**src/rtl/alu_mc_pkg.sv**
```systemverilog
// alu_mc_pkg: shared types for the multicycle ALU.
// Optional divider is controlled by the ALU_MC_DIV_EN macro (see alu_mc.sv).
package alu_mc_pkg;

  typedef enum logic [3:0] {
    OP_AND  = 4'b0000,
    OP_OR   = 4'b0001,
    OP_ADD  = 4'b0010,
    OP_SUB  = 4'b0110,
    OP_SLT  = 4'b0111,
    OP_SLL  = 4'b0100,
    OP_SRL  = 4'b0101,
    OP_SRA  = 4'b1101,
    OP_MULU = 4'b1000,
    OP_DIVU = 4'b1001
  } alu_op_t;

  typedef enum logic [1:0] {
    IDLE = 2'd0,
    BUSY = 2'd1,
    DONE = 2'd2
  } state_t;

  // Selects which iterative step the shared datapath performs.
  typedef enum logic {
    ITER_MUL = 1'b0,
    ITER_DIV = 1'b1
  } iter_mode_t;

endpackage

```
**src/rtl/alu_mc_iter.sv**
```systemverilog
// alu_mc_iter: one step of the iterative datapath shared by MULU and DIVU.
//   MUL: {acc,q} holds partial product / remaining multiplier; conditional
//        add of m then a 1-bit right shift of the {acc,q} pair.
//   DIV: restoring division; {acc,q} shifted left by one, m subtracted from
//        the top half when it fits, quotient bit shifted into q.
// The divide step exists only when ALU_MC_DIV_EN is defined.
module alu_mc_iter
  import alu_mc_pkg::*;
#(
  parameter int WIDTH = 32
) (
  input  iter_mode_t       i_mode,
  input  logic [WIDTH-1:0] i_acc,
  input  logic [WIDTH-1:0] i_q,
  input  logic [WIDTH-1:0] i_m,
  output logic [WIDTH-1:0] o_acc,
  output logic [WIDTH-1:0] o_q
);

  logic [WIDTH:0] w_mul_sum;

  assign w_mul_sum = {1'b0, i_acc} + (i_q[0] ? {1'b0, i_m} : '0);

`ifdef ALU_MC_DIV_EN
  // The partial remainder needs one extra bit after the left shift.
  logic [WIDTH:0] w_rem;
  logic [WIDTH:0] w_diff;

  assign w_rem  = {i_acc, i_q[WIDTH-1]};
  assign w_diff = w_rem - {1'b0, i_m};
`endif

  // Select the next accumulator/shift-register pair for the active mode.
  always_comb begin
    o_acc = w_mul_sum[WIDTH:1];
    o_q   = {w_mul_sum[0], i_q[WIDTH-1:1]};
`ifdef ALU_MC_DIV_EN
    if (i_mode == ITER_DIV) begin
      o_acc = w_diff[WIDTH] ? w_rem[WIDTH-1:0] : w_diff[WIDTH-1:0];
      o_q   = {i_q[WIDTH-2:0], ~w_diff[WIDTH]};
    end
`else
    if (i_mode != ITER_MUL) begin
      o_acc = i_acc;
      o_q   = i_q;
    end
`endif
  end

endmodule

```
**src/rtl/alu_mc.sv**
```systemverilog
// alu_mc: multicycle ALU with registered results behind valid/ready.
// Optional feature macro: ALU_MC_DIV_EN (enables DIVU; otherwise DIVU is an
// illegal code returning y=0, hi=0 in one cycle).
//
// Handshake: an operation is accepted on a rising edge where in_valid and
// in_ready are both high (in_ready is high only in IDLE). A result is
// delivered on a rising edge where out_valid and out_ready are both high
// (out_valid is high only in DONE); y/hi/zero/ltez stay stable until then.
// The producer must hold in_valid and its operands until accepted.
module alu_mc
  import alu_mc_pkg::*;
#(
  parameter  int WIDTH = 32,
  localparam int SHW   = $clog2(WIDTH)
) (
  input  logic             clk,
  input  logic             reset,
  input  logic             in_valid,
  output logic             in_ready,
  input  logic [WIDTH-1:0] a,
  input  logic [WIDTH-1:0] b,
  input  logic [3:0]       alu_control,
  input  logic [SHW-1:0]   shamt,
  output logic             out_valid,
  input  logic             out_ready,
  output logic [WIDTH-1:0] y,
  output logic [WIDTH-1:0] hi,
  output logic             zero,
  output logic             ltez,
  output state_t           dbg_state
);

  state_t           r_state;
  state_t           w_state_nxt;
  logic [SHW:0]     r_cnt;
  iter_mode_t       r_mode;
  logic [WIDTH-1:0] r_acc;
  logic [WIDTH-1:0] r_q;
  logic [WIDTH-1:0] r_m;
  logic [WIDTH-1:0] r_y;
  logic [WIDTH-1:0] r_hi;
  logic             r_zero;
  logic             r_ltez;

  alu_op_t          w_op;
  logic             w_is_iter;
  iter_mode_t       w_mode_sel;
  logic             w_accept;
  logic             w_last_step;
  logic             w_load;
  logic [WIDTH-1:0] w_sc_y;
  logic [WIDTH-1:0] w_res_y;
  logic [WIDTH-1:0] w_res_hi;
  logic [WIDTH-1:0] w_acc_n;
  logic [WIDTH-1:0] w_q_n;

  assign w_op = alu_op_t'(alu_control);

`ifdef ALU_MC_DIV_EN
  assign w_is_iter  = (w_op == OP_MULU) || (w_op == OP_DIVU);
  assign w_mode_sel = (w_op == OP_DIVU) ? ITER_DIV : ITER_MUL;
`else
  assign w_is_iter  = (w_op == OP_MULU);
  assign w_mode_sel = ITER_MUL;
`endif

  assign w_accept    = (r_state == IDLE) && in_valid;
  assign w_last_step = (r_state == BUSY) && (r_cnt == (SHW+1)'(1));
  assign w_load      = (w_accept && !w_is_iter) || w_last_step;
  assign w_res_y     = (r_state == BUSY) ? w_q_n   : w_sc_y;
  assign w_res_hi    = (r_state == BUSY) ? w_acc_n : '0;

  alu_mc_iter #(.WIDTH(WIDTH)) u_iter (
    .i_mode (r_mode),
    .i_acc  (r_acc),
    .i_q    (r_q),
    .i_m    (r_m),
    .o_acc  (w_acc_n),
    .o_q    (w_q_n)
  );

  // Single-cycle operations, evaluated from the live inputs at accept.
  always_comb begin
    w_sc_y = '0;
    case (w_op)
      OP_AND:  w_sc_y = a & b;
      OP_OR:   w_sc_y = a | b;
      OP_ADD:  w_sc_y = a + b;
      OP_SUB:  w_sc_y = a - b;
      OP_SLT:  w_sc_y = {{(WIDTH-1){1'b0}}, ($signed(a) < $signed(b))};
      OP_SLL:  w_sc_y = b << shamt;
      OP_SRL:  w_sc_y = b >> shamt;
      OP_SRA:  w_sc_y = WIDTH'($signed(b) >>> shamt);
      default: w_sc_y = '0;
    endcase
  end

  // Next-state and handshake outputs.
  always_comb begin
    w_state_nxt = r_state;
    in_ready    = 1'b0;
    out_valid   = 1'b0;
    case (r_state)
      IDLE: begin
        in_ready = 1'b1;
        if (in_valid) w_state_nxt = w_is_iter ? BUSY : DONE;
      end
      BUSY: begin
        if (w_last_step) w_state_nxt = DONE;
      end
      DONE: begin
        out_valid = 1'b1;
        if (out_ready) w_state_nxt = IDLE;
      end
      default: w_state_nxt = IDLE;
    endcase
  end

  // FSM state register.
  always_ff @(posedge clk or negedge reset) begin
    if (!reset) r_state <= IDLE;
    else        r_state <= w_state_nxt;
  end

  // Iterative datapath registers: loaded at accept, stepped while BUSY.
  always_ff @(posedge clk or negedge reset) begin
    if (!reset) begin
      r_cnt  <= '0;
      r_mode <= ITER_MUL;
      r_acc  <= '0;
      r_q    <= '0;
      r_m    <= '0;
    end else if (w_accept && w_is_iter) begin
      r_cnt  <= (SHW+1)'(WIDTH);
      r_mode <= w_mode_sel;
      r_acc  <= '0;
      r_q    <= a;
      r_m    <= b;
    end else if (r_state == BUSY) begin
      r_cnt  <= r_cnt - (SHW+1)'(1);
      r_acc  <= w_acc_n;
      r_q    <= w_q_n;
    end
  end

  // Result registers with flags derived from the final y.
  always_ff @(posedge clk or negedge reset) begin
    if (!reset) begin
      r_y    <= '0;
      r_hi   <= '0;
      r_zero <= 1'b0;
      r_ltez <= 1'b0;
    end else if (w_load) begin
      r_y    <= w_res_y;
      r_hi   <= w_res_hi;
      r_zero <= (w_res_y == '0);
      r_ltez <= (w_res_y == '0) || w_res_y[WIDTH-1];
    end
  end

  assign y         = r_y;
  assign hi        = r_hi;
  assign zero      = r_zero;
  assign ltez      = r_ltez;
  assign dbg_state = r_state;

endmodule

```
**config.mk**
```make
export PLATFORM = sky130hd
export DESIGN_NAME = alu_mc
export DESIGN_NICKNAME = d
export VERILOG_FILES = /design/src/rtl/alu_mc_pkg.sv /design/src/rtl/alu_mc_iter.sv /design/src/rtl/alu_mc.sv
export SDC_FILE = /design/constraint.sdc
export NUM_CORES = 1
export LEC_CHECK = 0
export BUFFER_PORTS_ARGS = -buffer_cell sky130_fd_sc_hd__buf_4
export CORE_ASPECT_RATIO = 0.9
export CORE_UTILIZATION = 40
export DETAILED_ROUTE_END_ITERATION = 8
export REMOVE_ABC_BUFFERS = 1
export SYNTH_ARGS = -nofsm -noshare
export SYNTH_HDL_FRONTEND = slang
export SYNTH_HIERARCHICAL = 1
export SYNTH_SLANG_ARGS = --single-unit
```
**constraint.sdc**
```tcl
create_clock -name clk -period 4.55 [get_ports clk]
set_clock_uncertainty 0.2 [all_clocks]
set_input_delay 0.2275 -clock clk [delete_from_list [all_inputs] [get_ports clk]]
set_output_delay 0.2275 -clock clk [all_outputs]
set_load 0.01 [all_outputs]
```
==> impl_metrics.toml <==
[clocking]
cts.htree.levels = 4
cts_tree = "yes"
cts_root_buffer = "clkbuf_16"
cts_made_buffers = 17
clk_pin_slew_ps = 70
clk_latency_ps = 490
cts_buffer_depth = 2
cts_sinks = 170

[floorplanning]
rows = 78
start_util = 0.406
die_width_um = 241
core-area_sq_um = 50600
ioPinCount = 147
die_h_um = 217
design.die.area_sq_um = 52300

[sta]
setup_viol = 0
fin_crit_sh = 0.995
tightest_slew_ps = 991
slew_violations = 0
worst_hold_slack_ps = 40.1
rsz0062_at_grt = "false"
worst_slack_ps = 24.5
max_freq_ghz = 0.221
slew_headroom = 0.338
period_needed_ps = 4530
hold_viol_final = 0

[global_route]
grt_usage = 0.408
grt_antenna_before_repair = 10
grt_pass1_wl_mm = 154
grt_max_degree = 110
grt_pass1_vias = 22100
overflow = 0

[synthesis]
synth-main-ff-cell = "dfrtp_1"
synth_cells = 2678
synth_area_sq_um = 20500
synth_cell_types = 106
synth_edf_count = 0
syn_area_per_cell_sq_um = 7.67
synthArstFlopShare = 1.00
seq_area_frac_synth = 0.207
synth-seq-cells = 170
yosys_warnings = 6

[worst_setup_path]
start_kind = "input port"
cp-startpoint = "b[4]"
slowest_stage = "dlygate4sd3_1"
cp.arrival_ps = 4740
slowest_delay_ps = 530
worst_r2r_startpoint = "r_q[0]"
crit_type = "input port to flip-flop"
cp_max_fo = 10
cp_cell_sequence = "dlygate4sd3_1, buf_4, inv_1, ha_1, nor3_1, o21ai_0, buf_4, a211oi_1, o311ai_1, a211oi_2, o311ai_1, nor4_1, buf_4, nand4_1, nor4_1, buf_4, nand4_1, nand3_1"
cp.buffers_inverters = 6
worstSetupEndpointType = "flip-flop"
cp.required_ps = 4760
path_common_cell = "buf_4"
cpLargestDelayFamily = "compound AO/OA/AOI/OAI gates"

[routing]
wl_per_cell_um = 29.9
drt_first_iter_violations = 2791
routed_wl_mm = 107
drc = 0
vias = 23300
drt_first_pass_iters = 6
ant_nets = 0
routed_via_density = 6.50

[placed_design]
placed_cells = 3508
port_buffers = 146
place_worst_setup_slack_ps = -131
place_congestion = 1.09
hpwlAfterDp_mm = 84.8
dpl_cell_area_sq_um = 23400

[final_layout]
final_area_sq_um = 24400
fill_cells = 5165
nNetsFinal = 3110
syn_to_final_growth_pct = 18.9
final_cells = 3590
drive_above_1_share = 0.197

[power]
powerDensity_nw_per_um2 = 333
ir_worst_vdd_mv = 0.299
power.static_leakage_nw = 10.8
total_power_w = 0.00813

[hold_path]
hp-start = "b[24]"
min_path_type = "input port to flip-flop"

[status]
outcome = "finished clean"

[flow_run]
drv_cap = 0
-- flip-flops by register name (all words and copies together), names as in the netlist --
| name | flops |
|---|---|
| hi | 32 |
| r_acc | 32 |
| r_m | 32 |
| r_q | 32 |
| y | 32 |
| r_cnt | 6 |
| dbg_state | 2 |
| ltez | 1 |
| zero | 1 |
-- where the power goes --
part / total (W) / switching [W] / internal, W
registers: 0.00237 / 0.000411 / 0.00196
clock network: 0.00144 / 0.000717 / 0.000724
logic: 0.00432 / 0.00257 / 0.00175
total: 0.00813 / 0.00369 / 0.00444
-- stage by stage --
step           setup TNS (ps)   util
5_1_grt                     0  0.483
2_1_floorplan            -988      -
4_1_cts                     0  0.483
6_report                    0  0.483
3_3_place_gp             -270  0.462
3_5_place_dp             -229  0.462
-- cells by family (layout without fill, tap and decap cells) --
logic type,count (synthesis),in the layout,synth area share
buffers and inverters,349,580,0.0722
flip-flops,170,170,0.207
adder cells (fa/ha/maj),137,137,0.0845
AO/OA/AOI/OAI,813,813,0.261
XOR/XNOR,47,47,0.0200
multiplexers,208,208,0.139
other,1,2,0.000183
AND/OR/NAND/NOR,953,953,0.216
-- cells in the mapped netlist (all sizes together), types with 8 or more instances --
master   number  area share
o21bai       18      0.0066
ha          134       0.082
nor3b         8      0.0032
nand2       425       0.078
and2         40       0.012
a221oi       20      0.0088
inv         124       0.023
o211ai       34       0.012
nand3        57       0.014
o21a         17      0.0062
xor2          8      0.0034
nor3         45       0.011
mux2i        86       0.042
a22oi        12      0.0044
or3          10      0.0030
a22o          8      0.0034
o21ai       215       0.052
and3         10      0.0033
a21o         35       0.013
dfrtp       170        0.21
mux2         69       0.038
nor2        193       0.035
mux4         53       0.059
nand4        30      0.0091
clkbuf      147       0.027
o311ai       10      0.0043
or2          13      0.0040
o22ai        24      0.0073
xnor2        39       0.017
a2bb2oi       9      0.0041
a211oi       37       0.014
nand2b       23      0.0070
o221ai       10      0.0043
nor2b        29      0.0088
a31oi        55       0.017
o31ai        15      0.0062
nor4         31       0.011
buf          77       0.022
a2111oi      13      0.0069
a21oi       179       0.044
a32oi         8      0.0034
-- worst paths after layout --
path	end	slack, ps	depth (start not counted)
max reg2reg	hi[27]	280	13
max in group asynchronous	r_acc[28]	2930	3
min in group asynchronous	r_acc[5]	110	2
max	ltez	20	18
min	r_m[24]	40	3
min reg2reg	r_m[20]	270	2
-- final cells by class --
| cell class | instances | area, sq um | share of cell area |
|---|---|---|---|
| multi-input cells | 2159 | 14900 | 0.609 |
| inverters | 125 | 469 | 0.0192 |
| flip-flops and latches | 170 | 4250 | 0.174 |
| clock buffers | 19 | 443 | 0.0181 |
| diodes | 1 | 2.50 | 0.000102 |
| clock inverters | 13 | 108 | 0.00440 |
| well taps | 680 | 851 | 0.0348 |
| repair buffers | 423 | 3420 | 0.140 |
-- worst reg2reg max path, stage by stage (launching register included) --
cell and delay, ps:
dfrtp_1 530, buf_4 290, and2_1 210, fa_1 420, a21o_1 230, a221oi_1 500
a21oi_1 260, a32oi_1 560, o31a_1 290, a31oi_1 130, xnor2_1 160, o21ai_0 150
nand2_1 90, o21ai_0 180
-- routing by layer --
layer,GRT usage,vias to the layer above,share of wire
met3,0.102,274,0.10
met1,0.547,11300,0.42
li1,-,10200,-
met2,0.600,1494,0.42
met4,0.215,6,0.058
met5,0,-,0.00036
-- what timing repair did --
action | CTS | global route
hold endpoints to repair | 130 | 0
setup endpoints to repair | 0 | 2
setup buffers | 0 | 0
gates resized for setup | 0 | 4
hold buffers | 49 | 0
-- cells in the final DEF, fill, tap and decap left out, types with 24 or more instances in the layout --
master / n
nand4_1: 30
mux2i_1: 86
xnor2_1: 39
nand2_1: 424
o22ai_1: 24
nor2b_1: 28
o21ai_0: 204
dfrtp_1: 170
nor3_1: 45
nand3_1: 57
buf_4: 364
a211oi_1: 34
and2_1: 38
nor2_1: 193
mux2_2: 68
a21o_1: 34
inv_1: 123
ha_1: 134
nor4_1: 27
a21oi_1: 177
a31oi_1: 55
dlygate4sd3_1: 49
mux4_2: 48
o211ai_1: 34
No activity file was read; power rests on OpenSTA's default activity.
